## src/rtl/slot_io_pkg.sv

```systemverilog
// Shared constants and control-state encoding for the slot input conditioner.
package slot_io_pkg;

    localparam int SLOT_PINS       = 22;
    localparam int FILT_W_DEFAULT  = 8;
    localparam int SYNC_STAGES_MIN = 2;

    typedef enum logic [1:0] {
        ST_INIT  = 2'd0,
        ST_PRIME = 2'd1,
        ST_RUN   = 2'd2
    } ctrl_state_e;

endpackage

```

## src/rtl/slot_pin_filter.sv

```systemverilog
// One pad input: synchroniser chain, consecutive-cycle glitch filter and
// registered edge pulses qualified by the per-pin enables and output-enable mask.
module slot_pin_filter
    import slot_io_pkg::*;
#(
    parameter int SYNC_STAGES = SYNC_STAGES_MIN,
    parameter int FILT_W      = FILT_W_DEFAULT
) (
    input  logic              clk_i,
    input  logic              rst_i,
    input  logic              pin_i,
    input  logic              outen_i,
    input  logic              rise_en_i,
    input  logic              fall_en_i,
    input  logic [FILT_W-1:0] filter_len_i,
    input  logic              prime_i,
    input  logic              run_i,
    output logic              state_o,
    output logic              rise_o,
    output logic              fall_o
);

    logic [SYNC_STAGES-1:0] sync_q;
    logic                   sync_s;
    logic [FILT_W-1:0]      cnt_q, cnt_d;
    logic                   state_q, state_d;
    logic                   rise_q, rise_d;
    logic                   fall_q, fall_d;

    assign sync_s = sync_q[SYNC_STAGES-1];

    always_comb begin
        cnt_d   = cnt_q;
        state_d = state_q;
        rise_d  = 1'b0;
        fall_d  = 1'b0;
        if (prime_i) begin
            // Adopt the settled level silently so a pin high out of reset makes no edge.
            state_d = sync_s;
            cnt_d   = '0;
        end else if (run_i) begin
            if (sync_s == state_q) begin
                cnt_d = '0;
            end else if (cnt_q >= filter_len_i) begin
                state_d = sync_s;
                cnt_d   = '0;
                rise_d  = sync_s & rise_en_i & ~outen_i;
                fall_d  = ~sync_s & fall_en_i & ~outen_i;
            end else begin
                cnt_d = cnt_q + 1'b1;
            end
        end
    end

    always_ff @(posedge clk_i) begin
        if (rst_i) begin
            sync_q  <= '0;
            cnt_q   <= '0;
            state_q <= 1'b0;
            rise_q  <= 1'b0;
            fall_q  <= 1'b0;
        end else begin
            sync_q  <= {sync_q[SYNC_STAGES-2:0], pin_i};
            cnt_q   <= cnt_d;
            state_q <= state_d;
            rise_q  <= rise_d;
            fall_q  <= fall_d;
        end
    end

    assign state_o = state_q;
    assign rise_o  = rise_q;
    assign fall_o  = fall_q;

endmodule

```

## src/rtl/slot_input_conditioner.sv

```systemverilog
// Per-slot input conditioner: priming FSM, per-pin filters, sticky W1C event
// flags and a registered interrupt.
module slot_input_conditioner
    import slot_io_pkg::*;
#(
    parameter int N_PINS      = SLOT_PINS,
    parameter int SYNC_STAGES = SYNC_STAGES_MIN,
    parameter int FILT_W      = FILT_W_DEFAULT
) (
    input  logic              clk_i,
    input  logic              rst_i,
    input  logic [N_PINS-1:0] pin_in_i,
    input  logic [N_PINS-1:0] pin_outen_i,
    input  logic [FILT_W-1:0] filter_len_i,
    input  logic [N_PINS-1:0] rise_en_i,
    input  logic [N_PINS-1:0] fall_en_i,
    input  logic [N_PINS-1:0] clear_flags_i,
    output logic [N_PINS-1:0] pin_state_o,
    output logic [N_PINS-1:0] rise_pulse_o,
    output logic [N_PINS-1:0] fall_pulse_o,
    output logic [N_PINS-1:0] event_flags_o,
    output logic              irq_o,
    output logic              ready_o,
    output ctrl_state_e       state_o
);

    localparam int INIT_CW = (SYNC_STAGES > 1) ? $clog2(SYNC_STAGES) : 1;

    ctrl_state_e          state_q, state_d;
    logic [INIT_CW-1:0]   init_cnt_q, init_cnt_d;
    logic [N_PINS-1:0]    flags_q, flags_d;
    logic                 irq_q;
    logic                 prime_s;
    logic                 run_s;

    always_comb begin
        state_d    = state_q;
        init_cnt_d = init_cnt_q;
        case (state_q)
            ST_INIT: begin
                if (init_cnt_q == INIT_CW'(SYNC_STAGES - 1)) begin
                    state_d    = ST_PRIME;
                    init_cnt_d = '0;
                end else begin
                    init_cnt_d = init_cnt_q + 1'b1;
                end
            end
            ST_PRIME: state_d = ST_RUN;
            ST_RUN:   state_d = ST_RUN;
            default:  state_d = ST_INIT;
        endcase
    end

    always_ff @(posedge clk_i) begin
        if (rst_i) begin
            state_q    <= ST_INIT;
            init_cnt_q <= '0;
        end else begin
            state_q    <= state_d;
            init_cnt_q <= init_cnt_d;
        end
    end

    assign prime_s = (state_q == ST_PRIME);
    assign run_s   = (state_q == ST_RUN);

    for (genvar i = 0; i < N_PINS; i++) begin : g_pin
        slot_pin_filter #(
            .SYNC_STAGES (SYNC_STAGES),
            .FILT_W      (FILT_W)
        ) u_filter (
            .clk_i        (clk_i),
            .rst_i        (rst_i),
            .pin_i        (pin_in_i[i]),
            .outen_i      (pin_outen_i[i]),
            .rise_en_i    (rise_en_i[i]),
            .fall_en_i    (fall_en_i[i]),
            .filter_len_i (filter_len_i),
            .prime_i      (prime_s),
            .run_i        (run_s),
            .state_o      (pin_state_o[i]),
            .rise_o       (rise_pulse_o[i]),
            .fall_o       (fall_pulse_o[i])
        );
    end

    // A new edge in the same cycle as its clear strobe keeps the flag set.
    assign flags_d = (flags_q & ~clear_flags_i) | rise_pulse_o | fall_pulse_o;

    always_ff @(posedge clk_i) begin
        if (rst_i) begin
            flags_q <= '0;
            irq_q   <= 1'b0;
        end else begin
            flags_q <= flags_d;
            irq_q   <= |flags_q;
        end
    end

    assign event_flags_o = flags_q;
    assign irq_o         = irq_q;
    assign ready_o       = run_s;
    assign state_o       = state_q;

endmodule

```

## config.mk

```make
export PLATFORM = sky130hd
export DESIGN_NAME = slot_input_conditioner
export DESIGN_NICKNAME = d
export VERILOG_FILES = /design/src/rtl/slot_io_pkg.sv /design/src/rtl/slot_pin_filter.sv /design/src/rtl/slot_input_conditioner.sv
export SDC_FILE = /design/constraint.sdc
export NUM_CORES = 1
export LEC_CHECK = 0
export CAP_MARGIN = 10
export CELL_PAD_IN_SITES_DETAIL_PLACEMENT = 0
export CELL_PAD_IN_SITES_GLOBAL_PLACEMENT = 1
export CORE_ASPECT_RATIO = 0.9
export CORE_UTILIZATION = 45
export DETAILED_ROUTE_END_ITERATION = 8
export PLACE_DENSITY = 0.89
export SYNTH_ARGS = -nofsm -noshare
export SYNTH_HDL_FRONTEND = slang
export SYNTH_SLANG_ARGS = --single-unit
```

## constraint.sdc

```tcl
create_clock -name clk_i -period 5.7 [get_ports clk_i]
set_input_delay 1.425 -clock clk_i [delete_from_list [all_inputs] [get_ports clk_i]]
set_output_delay 1.425 -clock clk_i [all_outputs]
set_load 0.05 [all_outputs]
```

Yosys cells after proc, flatten, opt, wreduce, memory -nomap -nowiden
Cells that the tools add are included.
{"block": "totals", "register_bits": 312, "inputBits": 120, "out_inout_bits": 92, "elab_cells": 571}
{"block": "classes", "add_sub_neg": 23, "order_cmp": 22, "n_eq_ne": 47, "muxes": 135, "bitwise_logic": 159, "n_reduce_logical": 71}
{"operator": "two-way mux 8 bit", "count": 44}
{"operator": "adder 8 x 1 -> 8 bit, second input constant", "count": 22}
{"operator": ">= comparator 8 bit", "count": 22}
{"operator": "OR reduction 5 bit", "count": 22}
{"operator": "two-way mux 1 bit", "count": 89}
{"operator": "bitwise AND 1 bit", "count": 88}
{"operator": "inverter 1 bit", "count": 67}
{"operator": "AND reduction 3 bit", "count": 22}
{"operator": "nonzero test 2 bit", "count": 23}
{"operator": "inequality test 2 bit, second input constant", "count": 22}
{"operator": "bitwise OR 22 bit", "count": 2}
{"operator": "bitwise AND 22 bit", "count": 1}
{"operator": "equality test 1 bit", "count": 22}
{"operator": "inverter 22 bit", "count": 1}
{"operator": "OR reduction 22 bit", "count": 1}
{"operator": "case mux 2 bit (2 select lines)", "count": 1}
{"operator": "OR reduction 2 bit", "count": 2}
{"operator": "equality test 2 x 1 -> 1 bit, second input constant", "count": 1}
{"operator": "equality test 2 bit, second input constant", "count": 1}
{"operator": "zero test 2 bit", "count": 1}
{"operator": "two-way mux 2 bit", "count": 1}
{"operator": "inequality test 2 x 1 -> 1 bit, second input constant", "count": 1}
{"operator": "adder 1 bit, second input constant", "count": 1}

Depth between registers and ports, before layout
Gate-level depths: netlist of run 1.
{"block": "logic_depth", "ltp_word": 5, "ltp_mapped": 9, "ltp_nobuf": 8}

Modules after synthesis
Synthesis of run 1 repeated with hierarchy kept, for this count alone.
{"block": "hier_totals", "hier_cells": 2272, "area_unflattened_um2": 18641.6}
{"mod": "slot_pin_filter", "n_inst": 22, "cells_per_inst": 98, "area_each_um2": 800.8, "seq_area_each_um2": 260.2}
{"mod": "slot_input_conditioner", "n_inst": 1, "cells_per_inst": 116, "area_each_um2": 1024.7, "seq_area_each_um2": 520.5}

Worst setup path after synthesis of run 1
Ideal clock, no wire load.
{"block": "synth_path", "path_kind": "in2reg", "start": "input filter_len_i[2]", "end": "register g_pin[11].u_filter.cnt_q[2]", "setup_time_ns": 0.070, "arrival_time_ns": 3.632, "required_ns": 5.630, "slack_ns": 1.998, "stages": 8, "path_buffers": 0, "path_cell_list": "inv_1 -> ha_1 -> or3_1 -> a21oi_1 -> o311ai_4 -> or2_4 -> or3b_1 -> a21oi_1"}
{"block": "synth_via", "elab_chain_cells": 3}
{"item": "start, declared", "line_no": "slot_input_conditioner.sv:14", "source": "input logic [FILT_W-1:0] filter_len_i,"}
{"item": ">= comparator 8 bit", "line_no": "slot_pin_filter.sv:44", "source": "end else if (cnt_q >= filter_len_i) begin"}
{"item": "two-way mux 8 bit", "line_no": "slot_pin_filter.sv:44"}
{"item": "two-way mux 8 bit", "line_no": "slot_pin_filter.sv:42", "source": "if (sync_s == state_q) begin"}
{"item": "end signal, assigned", "line_no": "slot_pin_filter.sv:64", "source": "cnt_q <= cnt_d;"}
{"item": "end, declared", "line_no": "slot_pin_filter.sv:25", "source": "logic [FILT_W-1:0] cnt_q, cnt_d;"}
No other way between the ends.
A chain may end at the register's enable or synchronous reset.

Worst setup path in the final report of run 1
{"block": "layout_path", "start": "input filter_len_i[3]", "end": "register g_pin[15].u_filter.cnt_q[6]"}
{"block": "layout_via", "elab_chain_cells": 3}
{"item": ">= comparator 8 bit", "line_no": "slot_pin_filter.sv:44"}
{"item": "two-way mux 8 bit", "line_no": "slot_pin_filter.sv:44"}
{"item": "two-way mux 8 bit", "line_no": "slot_pin_filter.sv:42"}
{"item": "end signal, assigned", "line_no": "slot_pin_filter.sv:64"}
{"item": "end, declared", "line_no": "slot_pin_filter.sv:25"}
No other way between the ends.

==> results.cfg, run 1 <==
[routing]
drtIter0Drc = 905
antenna_left = 0
wirelength_mm = 46.5
viasPerCell = 5.53
drc = 0
firstDrtPassIters = 5
dr_total_vias = 15400
routedWlPerCell_um = 16.8

[layout]
drive_gt1_frac = 0.0690
fillers = 3539
syn2layout_area_growth_pct = 18.2
fin_util = 0.543
layout.nets = 2547
final_cell_area_um2 = 21500
diodes = 0

[cts]
cts_made_buffers = 35
clk_pin_slew_worst_paths_ps = 60
h-tree-depth = 2
cts_sinks = 312
cts_resized = 0
cts_root_buf = clkbuf_16
holdBufCountCts = 0
clockBufferDepth = 3
cts_tree = built
post-cts-setup-buffers = 0
clock_latency_ps = 530

[placement]
dp_hpwl_mm = 32.0
routabilityCongestion = 0.836
placed_cell_area_um2 = 20400
port_buffers = 211
place_ws_ps = 982

[synth]
synth_top_cell_by_area = dfxtp_1
syn_area_um2 = 18200
yosysSeqAreaShare = 0.343
syn_nets = 2406
netlist_top_cells_area = dfxtp_1, ha_1, a21oi_1
netlist-cell-type-count = 48
synthArstFlopShare = 0
yosys_warnings = 0
synth_flop_cell = dfxtp_1
ys_seq_elements = 312
syn_inst = 2084
syn_area_per_cell_um2 = 8.73
synth-edff-count = 0
synth_top_area_frac = 0.343

[power_and_ir_drop]
seqPwrFrac = 0.404
p_leak_nw = 8.53
p_per_area_nw_per_um2 = 260
switchingPower_mw = 1.74
switching_share = 0.312
p_int_mw = 3.84
power_frac_clock = 0.387
vdd_drop_max_mv = 0.225
p_comb_frac = 0.209

[critical_path]
cp_cell_sequence = clkdlybuf4s50_1, inv_1, buf_4, ha_1, or4_4, a21oi_4, o311ai_4, or2_4, or3b_1, a21oi_1
rr_worst_depth = 8
arrival_ps = 4610
critPathCaptureType = flip-flop
cp.required_ps = 6150
rrSetupSlack_ps = 2320
cp_slowest_cell = or4_4
worstPathMaxFanout = 16
start_kind = input port
max_stage_delay_ps = 530
path_buf_inv = 3
cp_num_cells = 10
critPathKind = in2reg
critPathTopFamily = buffers and inverters

[sta]
post-route-period-util = 0.729
finalSetupViolations = 0
min_period_ps = 4160
setup_ws_ps = 1540
worst_hold_slack_ps = 431
fin_skew_ps = 17.5
slew_headroom = 0.209
fin_tns_setup_ps = 0
final-hold-violation-count = 0
rsz0062_at_grt = false
slew_violations = 0
worst_slew_pin_slew_ps = 1180
max_freq_ghz = 0.241

[floorplan]
core_um2 = 39600
die_x_um = 214
die-height_um = 193
num_rows = 69
io_pins = 212
dieArea_um2 = 41200
start_util = 0.459

[grt]
grt_max_degree = 93
gr-total-overflow = 0
track_usage = 0.225
busiest_layer = met2
grt_pass1_vias = 14700
grt_use_met3 = 0.0298
grt_pass1_wl_mm = 76.0
antenna_found_initial = 0
use_met2 = 0.388
groute.layer.met1.usage = 0.281

[hold_path]
min_delay_path_depth = 1
hold_path_class = reg2reg

[job]
max_cap_viol_count = 0

[status]
status = finished, final reports clean
[path summary, 6_finish.rpt]
path / startpoint / end
worst max-delay path: filter_len_i[3] / g_pin[15].u_filter.cnt_q[6]
worst min-delay path: g_pin[10].u_filter.sync_q[0] / g_pin[10].u_filter.sync_q[1]
worst max register to register: state_o[0] / g_pin[16].u_filter.cnt_q[5]
worst min register to register: g_pin[10].u_filter.sync_q[0] / g_pin[10].u_filter.sync_q[1]
[sequential cells by signal, summed over array words and instances, names as in the netlist]
register,cells
irq_o,1
g_pin.u_filter.rise_o,22
event_flags_o,22
state_o,2
g_pin.u_filter.cnt_q,176
g_pin.u_filter.state_o,22
g_pin.u_filter.fall_o,22
init_cnt_q,1
g_pin.u_filter.sync_q,44
[synthesized netlist by cell type, types with 22 or more instances]
library cell,count
a21oi_1,234
and3_1,100
buf_4,67
clkbuf_1,59
dfxtp_1,312
ha_1,202
inv_1,34
mux2i_1,24
nand2_1,218
nand2b_1,47
nand3_1,43
nor2_1,129
nor2b_1,50
nor3_1,66
o21a_1,24
o21ai_0,142
o31ai_1,22
or3_1,26
or3b_1,108
[logic make-up after synthesis]
group | count (synthesis) | synth area share
adders and majority gates | 202 | 0.139
AOI/OAI and AO/OA | 501 | 0.182
xor gates and xnor gates | 22 | 0.0106
muxes | 24 | 0.0132
buffers and inverters | 166 | 0.0482
DFF | 312 | 0.343
and+or+nand+nor | 857 | 0.264
[worst register-to-register path, stage by stage (launching register included)]
cell and delay [ps]:
dfxtp_1 330, inv_1 150, ha_4 680, buf_4 750, inv_2 120, buf_4 360, or2_4 380, or3b_1 350
a21oi_1 160
[area by class of cell]
cell class | instances | area [um2] | area share
tap | 532 | 666 | 0.0310
sequential | 312 | 6250 | 0.291
clock buffer | 49 | 1020 | 0.0474
timing repair buffer | 236 | 2300 | 0.107
multi-input combinational | 1606 | 11100 | 0.515
inverter | 34 | 128 | 0.00594
clock inverter | 9 | 63.8 | 0.00297
[power by group through the flow]
stage / combinational (mW) / sequential [mW] / clock (mW)
after floorplan: 0.782 / 2.31 / 0
after global placement: 1.14 / 2.30 / 0
after detailed placement: 1.16 / 2.30 / 0
after CTS: 1.17 / 2.26 / 2.21
after global routing: 1.27 / 2.26 / 2.30
final: 1.16 / 2.26 / 2.16
[cell usage in the layout (no fill, tap or decap), drive strengths merged, types with 2 or more instances in the layout]
| cell | synthesis | layout |
|---|---|---|
| or2 | 20 | 20 |
| nand3b | 3 | 3 |
| nor3b | 2 | 2 |
| or3 | 26 | 26 |
| nor4 | 6 | 6 |
| nor2 | 129 | 129 |
| clkinv | 0 | 9 |
| nor3 | 66 | 66 |
| nand2 | 218 | 218 |
| and2 | 2 | 2 |
| buf | 73 | 26 |
| dfxtp | 312 | 312 |
| o21ai | 142 | 142 |
| clkdlybuf4s50 | 0 | 210 |
| clkbuf | 59 | 49 |
| nand3 | 43 | 43 |
| a21o | 21 | 21 |
| nor2b | 50 | 50 |
| o311ai | 19 | 19 |
| a31oi | 9 | 9 |
| inv | 34 | 34 |
| a211o | 2 | 2 |
| nand4 | 2 | 2 |
| xnor2 | 3 | 3 |
| mux2i | 24 | 24 |
| ha | 202 | 202 |
| o31ai | 22 | 22 |
| nand2b | 47 | 47 |
| and4b | 2 | 2 |
| or4 | 22 | 22 |
| nand4b | 10 | 10 |
| xor2 | 19 | 19 |
| o31a | 2 | 2 |
| and3 | 100 | 100 |
| a21boi | 2 | 2 |
| a21oi | 255 | 255 |
| or3b | 108 | 108 |
| o21a | 24 | 24 |
[routing by layer]
metal | up-vias | part of all wire
met5 | - | 0
met4 | 0 | 0.039
met3 | 101 | 0.037
met2 | 290 | 0.48
met1 | 7265 | 0.45
li1 | 7706 | -
[per-stage QoR]
stage	std cells	total power, mW
floorplan	2084	3.10
global placement	2720	3.44
detailed placement	2720	3.47
CTS	2778	5.64
global route	2778	5.84
finish	2778	5.58
No activity file was read; power rests on OpenSTA's default activity.
==> run 2: changes to the inputs <==
--- a/config.mk
+++ b/config.mk
@@ -9,9 +9,9 @@
 export CELL_PAD_IN_SITES_DETAIL_PLACEMENT = 0
 export CELL_PAD_IN_SITES_GLOBAL_PLACEMENT = 1
 export CORE_ASPECT_RATIO = 0.9
-export CORE_UTILIZATION = 45
+export CORE_UTILIZATION = 43
 export DETAILED_ROUTE_END_ITERATION = 8
-export PLACE_DENSITY = 0.89
+export PLACE_DENSITY = 0.86
 export SYNTH_ARGS = -nofsm -noshare
 export SYNTH_HDL_FRONTEND = slang
 export SYNTH_SLANG_ARGS = --single-unit
==> constraint.sdc (replaced) <==
create_clock -name clk_i -period 4.25 [get_ports clk_i]
set_input_delay 1.0625 -clock clk_i [delete_from_list [all_inputs] [get_ports clk_i]]
set_output_delay 1.0625 -clock clk_i [all_outputs]
set_load 0.05 [all_outputs]
==> results.cfg, run 2 (same netlist as run 1, synthesis figures left out) <==
[layout]
top_register = g_pin.u_filter.cnt_q
final_cell_count_no_fill = 2792
top_regs = g_pin.u_filter.cnt_q (176), g_pin.u_filter.sync_q (44)
diodes = 0
drive_gt1_frac = 0.0673
final_cell_area_um2 = 21600
fin_util = 0.517
layout_commonest_cell = dfxtp_1
final_cell_mix = dfxtp_1, a21oi_1, nand2_1, clkdlybuf4s50_1, ha_1
largest_reg_flops = 176
layout.nets = 2543
syn2layout_area_growth_pct = 18.8

[power_and_ir_drop]
p_total_mw = 7.64
p_leak_nw = 8.56
vdd_drop_max_mv = 0.269
p_per_area_nw_per_um2 = 354

[floorplan]
die_x_um = 219
core_um2 = 41800
io_pins = 212
dieArea_um2 = 43100
start_util = 0.436
num_rows = 71
die-height_um = 197

[cts]
clk_pin_slew_worst_paths_ps = 60
cts_sinks = 312
clock_latency_ps = 530
cts_made_buffers = 34
cts_tree = built
h-tree-depth = 2
holdBufCountCts = 0
clockBufferDepth = 3
cts_root_buf = clkbuf_16
cts_resized = 0
post-cts-setup-buffers = 0

[grt]
track_usage = 0.213
grt_pass1_wl_mm = 74.9
antenna_found_initial = 0
grt_max_degree = 99
grt_pass1_vias = 14900
gr-total-overflow = 0

[critical_path]
start_kind = input port
critPathKind = in2reg
reg2reg_from = state_o[1]
cp.required_ps = 4680
worstPathMaxFanout = 22
startpoint = filter_len_i[2]
arrival_ps = 3940
critPathCaptureType = flip-flop

[sta]
finalSetupViolations = 0
max_freq_ghz = 0.285
fin_skew_ps = 21.3
rsz0062_at_grt = false
fin_tns_setup_ps = 0
slew_headroom = 0.336
final-hold-violation-count = 0
setup_ws_ps = 747
worst_hold_slack_ps = 435
post-route-period-util = 0.824
min_period_ps = 3500
slew_violations = 0
worst_slew_pin_slew_ps = 986

[routing]
dr_total_vias = 15400
antenna_left = 0
wirelength_mm = 46.1
firstDrtPassIters = 5
drc = 0
viasPerCell = 5.50
drtIter0Drc = 786
routedWlPerCell_um = 16.5

[job]
max_cap_viol_count = 0

[placement]
routabilityCongestion = 0.827
port_buffers = 211
placed_cells = 2732
dp_hpwl_mm = 31.8
place_ws_ps = 205
placed_cell_area_um2 = 20500

[hold_path]
hold_path_class = reg2reg
hp-start = g_pin[14].u_filter.sync_q[0]

[status]
status = finished, final reports clean
==> run 2: cell count changes in the layout (fill, tap and decap cells not counted) <==
cell | previous run | this run
clkbuf_16 | 36 | 35
inv_2 | 1 | 0
inv_1 | 32 | 33
buf_4 | 26 | 19
clkinv_1 | 1 | 0
clkinv_4 | 1 | 0
clkbuf_1 | 6 | 9
buf_12 | 0 | 4
clkinv_8 | 1 | 0
bufinv_16 | 0 | 2
clkinv_2 | 6 | 3
clkbuf_8 | 7 | 11
==> run 2: routing by layer <==
metal	global-route usage	wire length, um	vias up
met4	0.0761	1390	0
li1	-	-	7696
met2	0.374	22600	260
met1	0.267	20600	7334
met5	0	0	-
met3	0.0265	1460	78
==> run 2: final timing paths <==
path	end	slack (ps)	cells after the start
setup / recovery	g_pin[10].u_filter.cnt_q[2]	750	10
hold / removal	g_pin[14].u_filter.sync_q[1]	440	1
setup reg to reg	g_pin[8].u_filter.rise_o	1490	8
hold reg to reg	g_pin[14].u_filter.sync_q[1]	440	1
==> run 2: cell type report <==
type	instances	area, um2
fillers	3891	20200
multi-input cells	1606	11100
flip-flops and latches	312	6250
repair buffers	233	2320
clock buffers	55	1060
well taps	547	684
inverters	34	129
clock inverters	5	78.8
==> run 2: power by group <==
part / total (mW) / switching [mW] / internal [mW]
logic: 1.58 / 1.07 / 0.514
registers: 3.02 / 0.0487 / 2.98
clock network: 3.03 / 1.20 / 1.83
==> run 2: critical path: stages <==
cell and delay, ps:
clkdlybuf4s50_1 430, inv_1 60, buf_4 390, ha_1 310, or3_1 340, a21oi_1 270
o311ai_4 200, or2_4 300, or3b_1 390, a21oi_1 160
==> run 3: changes to the inputs <==
--- a/config.mk
+++ b/config.mk
@@ -9,9 +9,9 @@
 export CELL_PAD_IN_SITES_DETAIL_PLACEMENT = 0
 export CELL_PAD_IN_SITES_GLOBAL_PLACEMENT = 1
 export CORE_ASPECT_RATIO = 0.9
-export CORE_UTILIZATION = 43
+export CORE_UTILIZATION = 39
 export DETAILED_ROUTE_END_ITERATION = 8
-export PLACE_DENSITY = 0.86
+export PLACE_DENSITY = 0.82
 export SYNTH_ARGS = -nofsm -noshare
 export SYNTH_HDL_FRONTEND = slang
 export SYNTH_SLANG_ARGS = --single-unit
==> constraint.sdc (replaced) <==
create_clock -name clk_i -period 3.2 [get_ports clk_i]
set_input_delay 0.8 -clock clk_i [delete_from_list [all_inputs] [get_ports clk_i]]
set_output_delay 0.8 -clock clk_i [all_outputs]
set_load 0.05 [all_outputs]
==> results.cfg, run 3 (same netlist as run 1, synthesis figures left out) <==
[status]
status = finished, final reports clean

[layout]
final_cell_count_no_fill = 2945
final_cell_mix = dfxtp_1, a21oi_1, nand2_1, clkdlybuf4s50_1, ha_1
final_cell_area_um2 = 22400
diodes = 0
largest_reg_flops = 176
syn2layout_area_growth_pct = 23.4
drive_gt1_frac = 0.104
layout_commonest_cell = dfxtp_1
layout.nets = 2632
fillers = 4263
top_register = g_pin.u_filter.cnt_q
top_regs = g_pin.u_filter.cnt_q (176), g_pin.u_filter.sync_q (44)

[critical_path]
arrival_ps = 3380
cp_cell_sequence = clkdlybuf4s50_1, inv_1, buf_12, ha_1, or4_1, a21oi_2, o311ai_4, or2_4, or3b_1, a21oi_1
rrSetupSlack_ps = 910
max_stage_delay_ps = 510
rr_worst_depth = 7
reg2reg_to = g_pin[0].u_filter.cnt_q[4]
critPathKind = in2reg
path_buf_inv = 3
critPathTopFamily = simple AND/OR/NAND/NOR gates
worstPathMaxFanout = 22
start_kind = input port
cp_slowest_cell = or4_1
cp_num_cells = 10
reg2reg_from = g_pin[0].u_filter.cnt_q[2]
cp.required_ps = 3660
critPathCaptureType = flip-flop

[placement]
placed_cell_area_um2 = 21300
routabilityCongestion = 0.853
port_buffers = 211
dp_hpwl_mm = 33.8
placed_cells = 2880

[cts]
clockBufferDepth = 3
cts_tree = built
holdBufCountCts = 0
clock_latency_ps = 540
h-tree-depth = 2
cts_made_buffers = 36
cts_root_buf = clkbuf_16
cts_sinks = 312
post-cts-setup-buffers = 0
clk_pin_slew_worst_paths_ps = 60
cts_resized = 0

[power_and_ir_drop]
switching_share = 0.313
p_comb_frac = 0.218
p_per_area_nw_per_um2 = 459
vdd_drop_max_mv = 0.463
seqPwrFrac = 0.390
power_frac_clock = 0.391
p_int_mw = 7.07
switchingPower_mw = 3.23
p_leak_nw = 9.01

[floorplan]
die_x_um = 230
io_pins = 212
num_rows = 74
start_util = 0.398
core_um2 = 45600
die-height_um = 207
dieArea_um2 = 47500

[sta]
final-hold-violation-count = 0
min_period_ps = 2920
max_freq_ghz = 0.342
rsz0062_at_grt = false
fin_skew_ps = 15.3
worst_slew_pin_slew_ps = 1040
slew_violations = 0
post-route-period-util = 0.913
finalSetupViolations = 0
slew_headroom = 0.298

[routing]
drc = 0
firstDrtPassIters = 5
wirelength_mm = 48.1
routedWlPerCell_um = 16.3
antenna_left = 0
drtIter0Drc = 695
viasPerCell = 5.33
dr_total_vias = 15700

[hold_path]
hp-start = g_pin[17].u_filter.sync_q[0]
min_to = g_pin[17].u_filter.sync_q[1]
hold_path_class = reg2reg
min_delay_path_depth = 1

[grt]
grt_max_degree = 161
antenna_found_initial = 0
gr-total-overflow = 0
grt_pass1_vias = 15200
track_usage = 0.201
grt_pass1_wl_mm = 77.8

[job]
max_cap_viol_count = 0
-- run 3: power by group through the flow --
stage	Combinational [mW]	Sequential, mW	Clock [mW]
3_5_place_dp	2.25	4.10	0
2_1_floorplan	1.39	4.12	0
3_3_place_gp	2.20	4.10	0
5_1_grt	2.47	4.03	4.31
4_1_cts	2.26	4.02	4.14
6_report	2.25	4.02	4.03
-- run 3: final cells by class --
cell class	count	area, um2	share of cell area
Sequential cell	312	6250	0.278
Clock buffer	50	1020	0.0456
Tap cell	608	761	0.0339
Multi-Input combinational cell	1606	11100	0.493
Timing Repair Buffer	320	3090	0.138
Clock inverter	15	121	0.00541
Inverter	34	128	0.00568
-- run 3: worst max-delay path by stage --
| stage | startpoint | endpoint | slack, ps |
|---|---|---|---|
| 2_1_floorplan | filter_len_i[2] | g_pin[11].u_filter.cnt_q[2] | 120 |
| 4_1_cts | state_o[0] | ready_o | 300 |
| 3_3_place_gp | filter_len_i[2] | g_pin[7].u_filter.cnt_q[2] | -230 |
| 5_1_grt | filter_len_i[1] | g_pin[10].u_filter.cnt_q[2] | 170 |
| 6_report | filter_len_i[2] | g_pin[10].u_filter.cnt_q[2] | 280 |
| 3_5_place_dp | filter_len_i[2] | g_pin[10].u_filter.cnt_q[2] | -250 |
-- run 3: metrics by stage --
stage	utilization	total power, mW	TNS (ps)	hold slack (ps)	setup WS, ps
after global routing	0.492	10.8	0	456	168
after floorplan	-	5.52	0	414	123
after global placement	0.467	6.30	-22070	417	-232
final	0.492	10.3	0	433	278
after detailed placement	0.467	6.35	-25850	422	-250
after CTS	0.492	10.4	0	436	296
-- run 3: per-layer routing --
layer,global-route usage,share of wire,vias up
met1,0.244,0.44,7469
met3,0.0286,0.035,69
met2,0.369,0.50,261
met5,0,0,-
li1,-,-,7900
met4,0.0579,0.022,0
